**src/rtl/tnet_rx_deframer.sv**
```systemverilog
// Aurora RX deframer: turns 3-beat frames into packets and queues them in a FIFO.
// Latency: a packet shows on pkt_valid_o the cycle after its B2 beat if the FIFO was empty.
// Backpressure: the RX stream cannot stall, so a full FIFO drops the packet and counts err_ovf.
// Optional macro TNET_RX_CHK_EN: verify the B2 checksum word and drop bad packets.
module tnet_rx_deframer #(
  parameter int FIFO_DEPTH = 4,
  parameter int CNT_W      = 8
) (
  input  logic             user_clk,
  input  logic             user_aresetn,
  input  logic             channel_up_i,
  input  logic             s_axi_rx_tvalid,
  input  logic [63:0]      s_axi_rx_tdata,
  input  logic             s_axi_rx_tlast,
  output logic             pkt_valid_o,
  input  logic             pkt_ready_i,
  output logic [4:0]       pkt_op_o,
  output logic [47:0]      pkt_time_o,
  output logic [31:0]      pkt_dt1_o,
  output logic [31:0]      pkt_dt2_o,
  output logic [31:0]      pkt_dt3_o,
  output logic [CNT_W-1:0] err_short_o,
  output logic [CNT_W-1:0] err_long_o,
  output logic [CNT_W-1:0] err_ovf_o,
  output logic [CNT_W-1:0] err_chk_o,
  input  logic             clr_err_i
);

  localparam int PTR_W = $clog2(FIFO_DEPTH);
  localparam int PKT_W = 5 + 48 + 3 * 32;
  localparam logic [PTR_W:0] DEPTH_C = (PTR_W+1)'(FIFO_DEPTH);

  typedef enum logic [1:0] {ST_HDR, ST_D1, ST_D2, ST_DISCARD} state_e;

  state_e      state_q, state_d;
  logic [4:0]  op_q, op_d;
  logic [47:0] time_q, time_d;
  logic [31:0] dt1_q, dt1_d;
  logic [31:0] dt2_q, dt2_d;
  logic        inc_short, inc_long, inc_chk, inc_ovf, pkt_done;
  logic        chk_ok;
  logic        unused_bits;

`ifdef TNET_RX_CHK_EN
  // Checksum folds op/time/data words; compared against the low word of B2.
  assign chk_ok = (s_axi_rx_tdata[31:0] ==
                   (time_q[31:0] ^ {11'b0, op_q, time_q[47:32]} ^ dt1_q ^ dt2_q ^ s_axi_rx_tdata[63:32]));
  assign unused_bits = ^s_axi_rx_tdata[58:48];
`else
  assign chk_ok      = 1'b1;
  assign unused_bits = ^{s_axi_rx_tdata[58:48], s_axi_rx_tdata[31:0], inc_chk};
`endif

  // State and captured header/data words; reset also abandons any partial packet.
  always_ff @(posedge user_clk or negedge user_aresetn) begin
    if (!user_aresetn) begin
      state_q <= ST_HDR;
      op_q    <= '0;
      time_q  <= '0;
      dt1_q   <= '0;
      dt2_q   <= '0;
    end else begin
      state_q <= state_d;
      op_q    <= op_d;
      time_q  <= time_d;
      dt1_q   <= dt1_d;
      dt2_q   <= dt2_d;
    end
  end

  // Frame tracking: beat position decides latch, completion or error; channel-down aborts silently.
  always_comb begin
    state_d   = state_q;
    op_d      = op_q;
    time_d    = time_q;
    dt1_d     = dt1_q;
    dt2_d     = dt2_q;
    inc_short = 1'b0;
    inc_long  = 1'b0;
    inc_chk   = 1'b0;
    pkt_done  = 1'b0;
    if (!channel_up_i) begin
      state_d = ST_HDR;
    end else if (s_axi_rx_tvalid) begin
      case (state_q)
        ST_HDR: begin
          if (s_axi_rx_tlast) begin
            inc_short = 1'b1;
          end else begin
            op_d    = s_axi_rx_tdata[63:59];
            time_d  = s_axi_rx_tdata[47:0];
            state_d = ST_D1;
          end
        end
        ST_D1: begin
          if (s_axi_rx_tlast) begin
            inc_short = 1'b1;
            state_d   = ST_HDR;
          end else begin
            dt1_d   = s_axi_rx_tdata[63:32];
            dt2_d   = s_axi_rx_tdata[31:0];
            state_d = ST_D2;
          end
        end
        ST_D2: begin
          if (s_axi_rx_tlast) begin
            pkt_done = chk_ok;
            inc_chk  = !chk_ok;
            state_d  = ST_HDR;
          end else begin
            inc_long = 1'b1;
            state_d  = ST_DISCARD;
          end
        end
        ST_DISCARD: begin
          if (s_axi_rx_tlast) state_d = ST_HDR;
        end
        default: state_d = ST_HDR;
      endcase
    end
  end

  logic [PTR_W-1:0] wr_ptr_q, rd_ptr_q;
  logic [PTR_W:0]   cnt_q;
  logic [PKT_W-1:0] mem_q [FIFO_DEPTH];
  logic [PKT_W-1:0] head_dat;
  logic             pop, push, full;

  assign pkt_valid_o = (cnt_q != '0);
  assign pop         = pkt_valid_o & pkt_ready_i;
  assign full        = (cnt_q == DEPTH_C);
  // A pop in the same cycle frees the slot, so a full FIFO can still take the packet.
  assign push        = pkt_done & (!full | pop);
  assign inc_ovf     = pkt_done & full & !pop;
  assign head_dat    = mem_q[rd_ptr_q];
  assign {pkt_op_o, pkt_time_o, pkt_dt1_o, pkt_dt2_o, pkt_dt3_o} = pkt_valid_o ? head_dat : '0;

  // Packet storage; B2's high word is written straight from the bus.
  always_ff @(posedge user_clk) begin
    if (push) mem_q[wr_ptr_q] <= {op_q, time_q, dt1_q, dt2_q, s_axi_rx_tdata[63:32]};
  end

  // FIFO pointers wrap naturally at the power-of-two depth.
  always_ff @(posedge user_clk or negedge user_aresetn) begin
    if (!user_aresetn) begin
      wr_ptr_q <= '0;
      rd_ptr_q <= '0;
      cnt_q    <= '0;
    end else begin
      if (push) wr_ptr_q <= wr_ptr_q + PTR_W'(1);
      if (pop)  rd_ptr_q <= rd_ptr_q + PTR_W'(1);
      case ({push, pop})
        2'b10:   cnt_q <= cnt_q + (PTR_W+1)'(1);
        2'b01:   cnt_q <= cnt_q - (PTR_W+1)'(1);
        default: cnt_q <= cnt_q;
      endcase
    end
  end

  function automatic logic [CNT_W-1:0] cnt_next(input logic [CNT_W-1:0] c, input logic inc,
                                                input logic clr);
    if (clr) return '0;
    if (inc && (c != '1)) return c + CNT_W'(1);
    return c;
  endfunction

  // Saturating error counters; a clear wins over a same-cycle increment.
  always_ff @(posedge user_clk or negedge user_aresetn) begin
    if (!user_aresetn) begin
      err_short_o <= '0;
      err_long_o  <= '0;
      err_ovf_o   <= '0;
    end else begin
      err_short_o <= cnt_next(err_short_o, inc_short, clr_err_i);
      err_long_o  <= cnt_next(err_long_o, inc_long, clr_err_i);
      err_ovf_o   <= cnt_next(err_ovf_o, inc_ovf, clr_err_i);
    end
  end

`ifdef TNET_RX_CHK_EN
  // Checksum error counter, same saturate/clear rules as the others.
  always_ff @(posedge user_clk or negedge user_aresetn) begin
    if (!user_aresetn) err_chk_o <= '0;
    else               err_chk_o <= cnt_next(err_chk_o, inc_chk, clr_err_i);
  end
`else
  assign err_chk_o = '0;
`endif

endmodule

```
**config.mk**
```make
export PLATFORM = sky130hd
export DESIGN_NAME = tnet_rx_deframer
export DESIGN_NICKNAME = d
export VERILOG_FILES = /design/src/rtl/tnet_rx_deframer.sv
export SDC_FILE = /design/constraint.sdc
export NUM_CORES = 1
export LEC_CHECK = 0
export ABC_AREA = 1
export CORE_AREA = 2 2 317 319
export CTS_BUF_LIST = sky130_fd_sc_hd__clkbuf_2 sky130_fd_sc_hd__clkbuf_4 sky130_fd_sc_hd__clkbuf_8
export DETAILED_ROUTE_END_ITERATION = 6
export DIE_AREA = 0 0 319 321
export MAX_ROUTING_LAYER = met4
export PLACE_DENSITY = 0.52
export SETUP_SLACK_MARGIN = 0.1
export SLEW_MARGIN = 25
export SYNTH_ARGS = -nofsm -noshare
export SYNTH_HDL_FRONTEND = slang
export SYNTH_SLANG_ARGS = --single-unit
```
**constraint.sdc**
```tcl
create_clock -name user_clk -period 7 [get_ports user_clk]
set_input_delay 1.05 -clock user_clk [delete_from_list [all_inputs] [get_ports user_clk]]
set_output_delay 1.05 -clock user_clk [all_outputs]
set_load 0.1 [all_outputs]
```
==> run metrics <==
first-pass GRT wire length=116 mm; FF-to-FF End=mem_q[1][104]$_DFFE_PP_; Initial Utilization=0.296; IO Count=253; synth warn=0; Critical Path Sink=pkt_dt1_o[15]; Sequential Area=0.0217 mm^2; Post-Synth Adder-Cell Area=0.00408; top cells by area, synth=edfxtp_1 61%, dfrtp_1 13%, nor2_1 8.0%; min-delay worst type=in -> async; ratio of cells with drive above 1 in the final layout=0.103; worst path required time=5.95 ns; mux contribution to synthesized area=0; max-slew violation count=0; Max Freq=0.174 GHz; predominant post-synthesis flop cell=edfxtp_1; vias in the first global route=18800; first drt pass iteration count=5; DRC=0; Crit. End Element=primary output; post-synthesis compound-gate area fraction=0.0964; number of distinct library cells after synthesis=33; multi-input logic area=0.00667 mm^2; initial antenna violation count=4; post-synth top area share=0.608; Reg-to-Reg Start=state_q[0]$_DFFE_PN0P_; DR vias/cell=4.56; GPL Wtd Cong=0.743; final setup vio count=0; most frequent cell after synthesis=nor2_1; final WL=76.8 mm; Worst Setup SP=rd_ptr_q[0]$_DFFE_PN0P_; Die H=321 um; die width=319 um; total gr overflow=0; RSZ-0062 raised after global routing=no; Worst-Skew Late Latency=0.78 ns; post-synthesis to final-layout area growth=21.8%; clock skew=0.0309 ns; status=finished, final reports clean; min Tclk post-route=5.75 ns; CP Max Fanout=73; core area=0.0993 mm^2; Antenna Nets Post-Route=0; # hold bufs at CTS=0; CTS sink cnt=746; Port Buffer Count=244; WS Path Type=reg -> out; Synth Area per Inst=11.8 um^2; DR WL/cell=18.5 um; Util after Layout=0.361; Worst-path clk slew=0.06 ns; Root Buffer=clkbuf_8; FP Rows=116; clock buffer depth=3; FF-to-FF setup slack=3.94 ns; Arrival @ worst endpoint=4.70 ns; relative slew slack=0.254; Post-Syn Area=0.0294 mm^2; detailed placement HPWL=40.9 mm; H-tree depth=4; crit start category=register; Period Utilization, post-route=0.822; Filler cells=9809; Inserted Clock Buffers=131; Post-Synth Simple-Gate Area=0.122; post-cts resize count=0; post-synth top area cell=edfxtp_1; Tot GR Track Use=0.154; Via Count=18900; Post-layout nets=2824; endpoints failing hold=0; Gate Count Post-Synth=2487; max_cap viols=0; Setup Buffers After CTS=0; Synth top cells by count=626 x nor2_1, 596 x edfxtp_1, 251 x o21ai_0; CTS tree=built; Slew @ Worst Pin=1.12 ns; largest family of logic cells by synthesized area=simple AND/OR/NAND/NOR gates; sequential fraction of the synthesis area=0.736; largest net degree at the start of global routing=155; FFs w/ async S/R, synth=0.201; synthesis-stage register bit count=746; setup TNS=0 ns; DR iter-0 viols=1367; Post-synth EDFFs=596; FF-to-FF path depth=7; die area=0.102 mm^2; post-synthesis xor/xnor area fraction=0.00268
==> layout make-up <==
class	count	share of cell area
clock buffers	211	0.0720
diodes	3	0.000209
flip-flops and latches	746	0.604
inverters	95	0.0104
well taps	1298	0.0453
clock inverters	27	0.00541
multi-input cells	1501	0.186
repair buffers	269	0.0761
==> how the worst min path moves through the flow <==
stage	end	slack (ns)	startpoint	cells past startpoint
global route	dt1_q[21]$_DFFE_PN0P_	0.35	user_aresetn	1
detailed placement	cnt_q[0]$_DFFE_PN0P_	0.49	cnt_q[0]$_DFFE_PN0P_	1
floorplan	cnt_q[0]$_DFFE_PN0P_	0.47	cnt_q[0]$_DFFE_PN0P_	1
global placement	cnt_q[0]$_DFFE_PN0P_	0.49	cnt_q[0]$_DFFE_PN0P_	1
finish	dt1_q[21]$_DFFE_PN0P_	0.36	user_aresetn	1
CTS	dt1_q[21]$_DFFE_PN0P_	0.29	user_aresetn	1
==> critical path, cell delays in order, from the launching register on <==
cell,delay [ns]
dfrtp_4,1.01
buf_4,0.79
nor2_1,0.11
nor2_1,0.10
o21ai_0,0.09
a21oi_1,0.42
clkdlybuf4s50_1,1.22
==> routing by layer <==
metal	wire length (um)	track usage
met1	35600	0.201
met2	35900	0.239
met3	3930	0.0354
met4	1410	0.0490
met5	0	-
==> metrics by stage <==
step           cells  setup slack, ns  hold slack [ns]  area, um^2
2_1_floorplan   2494            -1.44            0.468       29500
3_3_place_gp    3909             2.08            0.494       33100
3_5_place_dp    3909             2.05            0.492       33100
4_1_cts         4147             1.12            0.290       35800
5_1_grt         4150             1.03            0.352       35800
6_report        4150             1.25            0.358       35800
==> cells in the final DEF, fill, tap and decap left out, drive strengths merged <==
master / instances
clkbuf: 213
and2: 1
a21oi: 153
nand4: 13
bufinv: 1
ha: 8
xnor2: 4
dfrtp: 150
nand3: 48
nand2: 216
inv: 101
or2: 2
edfxtp: 596
xor2: 5
clkdlybuf4s50: 239
conb: 8
o21ai: 407
clkinv: 15
buf: 28
o22ai: 1
nor3: 2
clkinvlp: 5
fa: 1
diode: 3
nor2: 632
==> cell families after synthesis <==
logic type                 after synthesis
and+or+nand+nor                        914
xor gates and xnor gates                 9
other                                    1
adders and majority gates                9
DFF                                    746
buffers and inverters                  247
AOI/OAI and AO/OA                      561
==> sequential cells by signal, indices dropped and copies added, names as in the netlist <==
signal / flops
state_q: 2
err_long_o: 8
dt2_q: 32
cnt_q: 3
rd_ptr_q: 2
dt1_q: 32
time_q: 48
wr_ptr_q: 2
mem_q: 596
op_q: 5
err_ovf_o: 8
err_short_o: 8
Power is not shown: default switching activity piles up to over one toggle a cycle in this logic, so the estimate is an artifact.
